===== src/rtl/hazard_ctrl.sv =====
// hazard_ctrl: pipeline hazard controller for a 5-stage in-order core.
// It handles load-use stalls, branch flushes, halt and data-memory freezes,
// and drives the EX operand-forwarding selects.
//
// Optional feature: define HAZARD_FWD_EN to enable EX/MEM and MEM/WB
// forwarding. Without it, fwd_a/fwd_b stay 00, and any ID read that matches
// an in-flight EX or MEM destination stalls instead.
//
// Ports
//   clk, rst                       clock, async active-high reset
//   halt, br_taken, dmem_stall     ID halt, ID taken branch, memory freeze
//   id_rs/id_rt(+_vld)             ID source indices
//   ex_rs/ex_rt(+_vld)             EX source indices (forwarding)
//   ex_memread/ex_regwrite/ex_rd   ID/EX destination info
//   mem_regwrite/mem_rd            EX/MEM destination info
//   wb_regwrite/wb_rd              MEM/WB destination info
//   pc_we, fd_we, de_we, em_we, mw_we   PC / pipeline register enables
//   fd_nop, de_nop, mw_nop         bubble insertion
//   fwd_a, fwd_b                   00 regfile, 10 EX/MEM, 01 MEM/WB
//   hz_state                       00 RUN, 01 LDSTALL, 10 HALTED
module hazard_ctrl #(
  parameter int unsigned REG_AW   = 3,
  parameter int unsigned LD_STALL = 1
) (
  input  logic              clk,
  input  logic              rst,
  input  logic              halt,
  input  logic              br_taken,
  input  logic              dmem_stall,
  input  logic [REG_AW-1:0] id_rs,
  input  logic [REG_AW-1:0] id_rt,
  input  logic              id_rs_vld,
  input  logic              id_rt_vld,
  input  logic [REG_AW-1:0] ex_rs,
  input  logic [REG_AW-1:0] ex_rt,
  input  logic              ex_rs_vld,
  input  logic              ex_rt_vld,
  input  logic              ex_memread,
  input  logic              ex_regwrite,
  input  logic [REG_AW-1:0] ex_rd,
  input  logic              mem_regwrite,
  input  logic [REG_AW-1:0] mem_rd,
  input  logic              wb_regwrite,
  input  logic [REG_AW-1:0] wb_rd,
  output logic              pc_we,
  output logic              fd_we,
  output logic              de_we,
  output logic              em_we,
  output logic              mw_we,
  output logic              fd_nop,
  output logic              de_nop,
  output logic              mw_nop,
  output logic [1:0]        fwd_a,
  output logic [1:0]        fwd_b,
  output logic [1:0]        hz_state
);

  localparam int unsigned CNT_W = 2;

  typedef enum logic [1:0] {
    ST_RUN     = 2'b00,
    ST_LDSTALL = 2'b01,
    ST_HALTED  = 2'b10
  } state_t;

  state_t             state_q, state_d;
  logic [CNT_W-1:0]   cnt_q, cnt_d;

  logic id_ex_hit_c;
  logic ld_use_c;
  logic raw_c;
  logic [1:0] fwd_a_c, fwd_b_c;

  // ID source matching the ID/EX destination (full-width compare, r0 included)
  assign id_ex_hit_c = (id_rs_vld && (id_rs == ex_rd)) || (id_rt_vld && (id_rt == ex_rd));
  assign ld_use_c    = ex_memread && ex_regwrite && id_ex_hit_c;

`ifdef HAZARD_FWD_EN
  // EX/MEM has priority over MEM/WB because it holds the younger result
  always_comb begin
    fwd_a_c = 2'b00;
    fwd_b_c = 2'b00;
    if (mem_regwrite && ex_rs_vld && (mem_rd == ex_rs))     fwd_a_c = 2'b10;
    else if (wb_regwrite && ex_rs_vld && (wb_rd == ex_rs))  fwd_a_c = 2'b01;
    if (mem_regwrite && ex_rt_vld && (mem_rd == ex_rt))     fwd_b_c = 2'b10;
    else if (wb_regwrite && ex_rt_vld && (wb_rd == ex_rt))  fwd_b_c = 2'b01;
  end

  assign raw_c = 1'b0;
`else
  logic unused_fwd_c;

  assign fwd_a_c = 2'b00;
  assign fwd_b_c = 2'b00;

  // No bypass paths: wait out EX and MEM producers; WB writes before read
  assign raw_c = (ex_regwrite && id_ex_hit_c) ||
                 (mem_regwrite && ((id_rs_vld && (id_rs == mem_rd)) ||
                                   (id_rt_vld && (id_rt == mem_rd))));

  assign unused_fwd_c = ^{ex_rs, ex_rt, ex_rs_vld, ex_rt_vld, wb_regwrite, wb_rd};
`endif

  // Next-state and control outputs
  always_comb begin
    state_d = state_q;
    cnt_d   = cnt_q;
    pc_we   = 1'b1;
    fd_we   = 1'b1;
    de_we   = 1'b1;
    em_we   = 1'b1;
    mw_we   = 1'b1;
    fd_nop  = 1'b0;
    de_nop  = 1'b0;
    mw_nop  = 1'b0;
    fwd_a   = fwd_a_c;
    fwd_b   = fwd_b_c;

    if (rst) begin
      pc_we  = 1'b0;
      fd_we  = 1'b0;
      de_we  = 1'b0;
      em_we  = 1'b0;
      mw_we  = 1'b0;
      fd_nop = 1'b1;
      de_nop = 1'b1;
      mw_nop = 1'b1;
      fwd_a  = 2'b00;
      fwd_b  = 2'b00;
    end else if (dmem_stall) begin
      // Whole-pipe freeze; state and counter hold
      pc_we  = 1'b0;
      fd_we  = 1'b0;
      de_we  = 1'b0;
      em_we  = 1'b0;
      mw_we  = 1'b0;
      mw_nop = 1'b1;
    end else begin
      case (state_q)
        ST_HALTED: begin
          pc_we  = 1'b0;
          fd_we  = 1'b0;
          de_nop = 1'b1;
        end
        ST_LDSTALL: begin
          pc_we  = 1'b0;
          fd_we  = 1'b0;
          de_nop = 1'b1;
          // Counter at 1 marks the final bubble
          if (cnt_q <= CNT_W'(1)) begin
            state_d = ST_RUN;
            cnt_d   = '0;
          end else begin
            cnt_d = cnt_q - CNT_W'(1);
          end
        end
        default: begin
          state_d = ST_RUN;
          if (ld_use_c) begin
            pc_we  = 1'b0;
            fd_we  = 1'b0;
            de_nop = 1'b1;
            if (LD_STALL > 1) begin
              state_d = ST_LDSTALL;
              cnt_d   = CNT_W'(LD_STALL - 1);
            end
          end else if (raw_c) begin
            pc_we  = 1'b0;
            fd_we  = 1'b0;
            de_nop = 1'b1;
          end else if (halt) begin
            state_d = ST_HALTED;
          end else if (br_taken) begin
            fd_nop = 1'b1;
          end
        end
      endcase
    end
  end

  // State and stall counter
  always_ff @(posedge clk or posedge rst) begin
    if (rst) begin
      state_q <= ST_RUN;
      cnt_q   <= '0;
    end else begin
      state_q <= state_d;
      cnt_q   <= cnt_d;
    end
  end

  assign hz_state = state_q;

endmodule


===== config.mk =====
export PLATFORM = sky130hd
export DESIGN_NAME = hazard_ctrl
export DESIGN_NICKNAME = d
export VERILOG_FILES = /design/src/rtl/hazard_ctrl.sv
export SDC_FILE = /design/constraint.sdc
export NUM_CORES = 1
export LEC_CHECK = 0
export ABC_CLOCK_PERIOD_IN_PS = 1100
export BUFFER_PORTS_ARGS = -buffer_cell sky130_fd_sc_hd__buf_2
export CORE_AREA = 4 4 41 43
export DETAILED_ROUTE_END_ITERATION = 12
export DIE_AREA = 0 0 45 47
export PLACE_DENSITY = 0.7
export SYNTH_ARGS = -nofsm -noshare
export SYNTH_HDL_FRONTEND = slang
export SYNTH_SLANG_ARGS = --single-unit

===== constraint.sdc =====
create_clock -name clk -period 1.1 [get_ports clk]
set_input_delay 0.055 -clock clk [delete_from_list [all_inputs] [get_ports clk]]
set_output_delay 0.055 -clock clk [all_outputs]
set_load 0.05 [all_outputs]

==> results.toml, run 1 <==
[timing]
max_freq_ghz = 0.7607
fin_setup_tns_ns = -0.3969
min_period_ns = 1.315
grt_setup_unrepaired = "true"
maxSlewViolCount = 0
setup_viol = 2
skew_ns = 0
finalHoldViolations = 0
fin_crit_sh_pct = 119.5
finalHoldWorstSlack_ns = 0.3305
layout_setup_ws_ns = -0.2146

[placement]
portBuffers = 29
dp_hpwl_um = 832.8
place.gp.congestion = 0.6935
place_area_um2 = 505.5

[cells_and_area]
fillers = 119
n_antenna_cell = 0
largest_reg_flops = 1
design_area_um2 = 726.9
final_util_pct = 55.87
drive_above_1_share_pct = 73.61
finalNetCount = 108
area_growth_pct = 131.5

[setup_path]
worstPathMaxFanout = 2
cp-start-kind = "flop"
cp_data_arrival_time_ns = 1.26
crit_slowest_cell = "or4b_4"
crit_cells = 3
critPathKind = "reg -> out"
path_delay_family = "simple AND/OR/NAND/NOR gates"
crit_path_end_kind = "output port"
path_cells = "or4b_4, o31ai_4, buf_6"
path_buf_inv = 1
worstPathRequired_ns = 1.04
regToRegStartpoint = "hz_state[1]"
max_stage_delay_ns = 0.50
reg2reg_depth = 5
startpoint = "hz_state[1]"

[die]
dieArea_um2 = 2115
ios = 48
initial_utilization_pct = 24.13
fp.dieW_um = 45
core_area_um2 = 1301
core.rowCount = 13
fp.dieH_um = 47

[yosys]
synth-main-ff-cell = "dfrtp_1"
synthCells = 39
yosysMostFrequentCell = "xnor2_1"
synth.distinct_cells = 14
syn_area_um2 = 314.1
syn-mean-instance-area_um2 = 8.053
synth_common_cells = "xnor2_1, buf_4, nand4_1"
synth_area_leader_cell = "xnor2_1"
ys_async_sr_fraction_pct = 100.0
synthTopCellsByArea = "xnor2_1, buf_4, dfrtp_1, nand4_1, a21boi_2"
synth_top_cell_area_share_pct = 33.47
ys_seq_area_share_pct = 7.968
synth_edf_count = 0
ys_ff_latch = 1
synth.yosys.warnings = 0

[grt]
grtUsageTotal_pct = 9.866
antenna_found_initial = 0
grt_pass1_vias = 382
overflow = 0
grt_max_degree = 5
busiest_layer = "met2"
use_met3_pct = 0
grt_pass1_wl_um = 1600
gr-usage-met2_pct = 20.62
grtUsageMet1_pct = 11.79

[min_path]
hold_class = "in -> reg"
hp-start = "halt"
whs_path_depth = 3

[route]
vias = 387
wl_um = 1150
drt_iter0_drc = 0
drc_errors = 0
firstDrtPassIters = 1
via_per_inst = 4.448
drt-wirelength-per-cell_um = 13.22
ant_nets = 0

[flow_run]
maxCapViolations = 0

[power_and_ir_drop]
p_leak_nw = 0.3391
vdd_ir_drop_max_mv = 0.2267
p_per_area_nw_per_um2 = 477.9

[clock_tree]
cts.clk_slew.worst_paths_ns = 0
worstSkewPairLatency_ns = 0

[outcome]
outcome = "finished with violations"
violations = "negative setup slack"
-- cells by family (layout without fill, tap and decap cells) --
group | after synthesis | in the layout | share of synthesized area, %
buf+inv | 11 | 40 | 22.71
other cells | 1 | 5 | 1.194
compound gates | 5 | 5 | 17.13
xor+xnor | 12 | 12 | 33.47
flops | 1 | 1 | 7.967
simple gates | 9 | 9 | 17.53
-- timing repair --
| action | in CTS | in global routing |
|---|---|---|
| buffers inserted | 2 | 0 |
| endpoints found under the setup margin | 5 | 5 |
| gates cloned | 0 | 0 |
| resized for setup | 13 | 32 |
| hold buffers | 1 | 0 |
| pin swaps | 7 | 1 |
| endpoints found under the hold margin | 1 | 0 |
-- metrics by stage --
stage | instances | total power [mW] | worst slack (ns)
3_3_place_gp | 84 | 0.2640 | -0.3117
3_5_place_dp | 84 | 0.2664 | -0.3478
4_1_cts | 87 | 0.2861 | -0.2158
5_1_grt | 87 | 0.3667 | -0.2288
6_report | 87 | 0.3474 | -0.2146
2_1_floorplan | 43 | 0.2065 | -0.5432
-- power by group --
group / total [mW] / internal, mW / switching (mW)
clock network: 0 / 0 / 0
logic: 0.310 / 0.147 / 0.163
registers: 0.0374 / 0.0374 / 0
-- final timing paths --
check                         endpoint  slack [ns]
min in group asynchronous  hz_state[1]        0.55
hold reg to reg            hz_state[1]        0.77
setup / recovery                fd_nop       -0.21
setup reg to reg           hz_state[1]        0.12
max in group asynchronous  hz_state[1]        0.43
hold / removal             hz_state[1]        0.33
-- layer usage --
layer / vias up / part of all wire, %
met5: - / 0
met4: 0 / 0
met3: 0 / 10
met2: 28 / 57
met1: 171 / 33
li1: 188 / -
-- cell usage in the layout, fill, tap and decap left out --
cell type      synthesis  final
a21boi_2               2      1
a21boi_4               0      1
buf_2                  0     12
buf_4                  8      5
buf_6                  0     17
buf_8                  0      2
clkinvlp_4             0      1
conb_1                 1      5
dfrtp_2                0      1
dlygate4sd3_1          0      1
inv_1                  3      2
nand2_1                2      2
nand4_1                4      4
nor4_4                 0      1
o31ai_1                1      1
o31ai_4                0      1
o41a_1                 1      1
or2_4                  0      1
or4b_4                 0      1
xnor2_1               12      3
xnor2_2                0      9
-- layout make-up --
class | count | area [um^2] | share of cell area [%]
Inverter | 3 | 15.01 | 2.065
Multi-Input combinational cell | 31 | 337.8 | 46.47
Sequential cell | 1 | 26.28 | 3.614
Tap cell | 15 | 18.77 | 2.582
Timing Repair Buffer | 37 | 329.1 | 45.27
-- worst register-to-register path, stage by stage (launching register included) --
cell	delay, ns
dfrtp_2	0.38
buf_4	0.14
buf_6	0.12
buf_4	0.12
inv_1	0.04
o31ai_1	0.06
(Power assumes the default switching activity.)
==> inputs of run 2 (changes only) <==
==> config.mk (replaced) <==
export PLATFORM = sky130hd
export DESIGN_NAME = hazard_ctrl
export DESIGN_NICKNAME = d
export VERILOG_FILES = /design/src/rtl/hazard_ctrl.sv
export SDC_FILE = /design/constraint.sdc
export NUM_CORES = 1
export LEC_CHECK = 0
export ABC_AREA = 1
export ABC_CLOCK_PERIOD_IN_PS = 1100
export BUFFER_PORTS_ARGS = -buffer_cell sky130_fd_sc_hd__buf_2
export CORE_MARGIN = 4
export CORE_UTILIZATION = 29
export DETAILED_ROUTE_END_ITERATION = 12
export PLACE_DENSITY = 0.74
export SYNTH_ARGS = -nofsm -noshare
export SYNTH_HDL_FRONTEND = slang
export SYNTH_SLANG_ARGS = --single-unit
==> results.toml, run 2 <==
[grt]
antenna_found_initial = 0
use_met3_pct = 0.7905
grtUsageTotal_pct = 8.901
grt_pass1_vias = 409
grt_pass1_wl_um = 1483
grtUsageMet1_pct = 10.26
overflow = 0
gr-usage-met2_pct = 18.11
busiest_layer = "met2"
grt_max_degree = 6

[power_and_ir_drop]
p_per_area_nw_per_um2 = 458.4
vdd_ir_drop_max_mv = 0.1848
p_leak_nw = 0.4171

[placement]
dp_slack_ns = -0.04420
dp_cells = 127
place_area_um2 = 550.5
place.gp.congestion = 0.7329
dp_hpwl_um = 964.2
portBuffers = 29

[setup_path]
cp-start-kind = "primary input"
cpMostUsedCell = "nand2_1"
max_stage_delay_ns = 0.16
worstPathMaxFanout = 3
crit_path_end_kind = "output port"
worstPathRequired_ns = 1.04
critPathKind = "in -> out"
path_delay_family = "simple AND/OR/NAND/NOR gates"
cp_data_arrival_time_ns = 1.00
path_buf_inv = 3
path_cells = "buf_2, inv_2, nand2_1, nand2_1, nor2_1, nand2_1, nand2_2, nand2_4, nand3_4, nor2_4, buf_8"
crit_slowest_cell = "nor2_4"

[yosys]
synth.distinct_cells = 12
syn_area_um2 = 410.4
synth_common_cells = "nand2_1, nor2_1, inv_1"
synthCells = 87
synth.yosys.warnings = 0
yosysMostFrequentCell = "nand2_1"
ys_seq_area_share_pct = 6.098
synth_top_cell_area_share_pct = 38.41
ys_ff_latch = 1
synthTopCellsByArea = "nand2_1, buf_4, nor2_1, inv_1, dfrtp_1"
ys_async_sr_fraction_pct = 100.0
synth-main-ff-cell = "dfrtp_1"
syn-mean-instance-area_um2 = 4.717
synth_area_leader_cell = "nand2_1"
synth_edf_count = 0

[die]
dieArea_um2 = 2081
ios = 48
core.rowCount = 13
fp.dieH_um = 45.62
fp.dieW_um = 45.62
core_area_um2 = 1318
initial_utilization_pct = 31.15

[min_path]
hold_class = "in -> reg"

[cells_and_area]
area_growth_pct = 78.05
largest_reg_flops = 1
fillers = 132
design_area_um2 = 730.7
n_antenna_cell = 0
final_cells = 128
drive_above_1_share_pct = 53.98
final_util_pct = 55.46
layout_common_cells = "nand2_1, buf_2, nand2_2"
layout_commonest_cell = "nand2_1"
finalNetCount = 149

[timing]
skew_ns = 0
setup_viol = 0
finalHoldViolations = 0
layout_setup_ws_ns = 0.04084
maxSlewViolCount = 0
fin_crit_sh_pct = 96.29
finalHoldWorstSlack_ns = 0.3372
min_period_ns = 1.059
max_freq_ghz = 0.9441

[route]
ant_nets = 0
drt_iter0_drc = 14
drc_errors = 0
firstDrtPassIters = 4
via_per_inst = 4.250
wl_um = 1262
vias = 544
drt-wirelength-per-cell_um = 9.859

[clock_tree]
worstSkewPairLatency_ns = 0
cts.clk_slew.worst_paths_ns = 0

[flow_run]
maxCapViolations = 0

[outcome]
outcome = "finished, final reports clean"
-- run 2: changes by cell type after synthesis, sizes merged --
| cell | before | now |
|---|---|---|
| or2 | 1 | 0 |
| o31ai | 2 | 0 |
| xnor2 | 12 | 0 |
| a21boi | 2 | 0 |
| inv | 3 | 15 |
| nor4 | 1 | 0 |
| nor2 | 0 | 14 |
| nand2 | 2 | 44 |
| o41a | 1 | 0 |
| nor3b | 0 | 1 |
| nand4 | 4 | 2 |
| or4b | 1 | 0 |
| nand3 | 0 | 1 |
-- run 2: worst paths after layout --
path                                  start           to  slack [ns]  depth (start not counted)
worst max-delay path               id_rs[2]        fd_we        0.04                         11
max in group asynchronous               rst  hz_state[1]        0.46                          3
worst min-delay path                   halt  hz_state[1]        0.34                          3
min in group asynchronous               rst  hz_state[1]        0.53                          3
worst min register to register  hz_state[1]  hz_state[1]        0.56                          2
worst max register to register  hz_state[1]  hz_state[1]        0.42                          2
-- run 2: power by group --
part / leakage [nW] / internal (mW) / switching (mW)
Sequential: 0.00843 / 0.0374 / 0
Clock: 0 / 0 / 0
Combinational: 0.409 / 0.113 / 0.185
-- run 2: what timing repair did --
action | 4_1_cts | 5_1_grt
gates resized for setup | 1 | 64
hold buffers | 1 | 0
buffers inserted | 0 | 0
gates cloned | 0 | 0
hold endpoints to repair | 1 | 0
pin swaps | 0 | 25
setup endpoints to repair | 3 | 4
-- run 2: cell families after synthesis --
logic type    Yosys count  share of synthesized area (%)
flops                   1                          6.097
other cells             1                         0.9138
buf+inv                23                          31.40
simple gates           62                          61.58
-- run 2: layer usage --
layer | wire [um] | vias to the layer above | share of wire, %
li1 | - | 292 | -
met1 | 426 | 232 | 34
met2 | 737 | 20 | 58
met3 | 99 | 0 | 7.8
met4 | 0 | 0 | 0
met5 | 0 | - | 0
-- run 2: cell type report --
class | count | area (um^2) | share of cell area [%]
multi-input cells | 67 | 339.1 | 46.40
flip-flops and latches | 1 | 26.28 | 3.596
inverters | 15 | 78.83 | 10.79
well taps | 15 | 18.77 | 2.568
repair buffers | 30 | 267.8 | 36.64
-- run 2: worst min-delay path: cells and delay by family --
family | cells | cell delay [ns]
buffers and inverters | 1 | 0.09
AND/OR/NAND/NOR | 2 | 0.16
-- run 2: per-stage QoR --
step | power (mW) | setup TNS, ns
after floorplan | 0.2119 | -0.3772
after global placement | 0.2602 | -0.02633
after detailed placement | 0.2636 | -0.05282
after CTS | 0.2678 | -0.009806
after global routing | 0.3576 | -0.06461
final | 0.3350 | 0
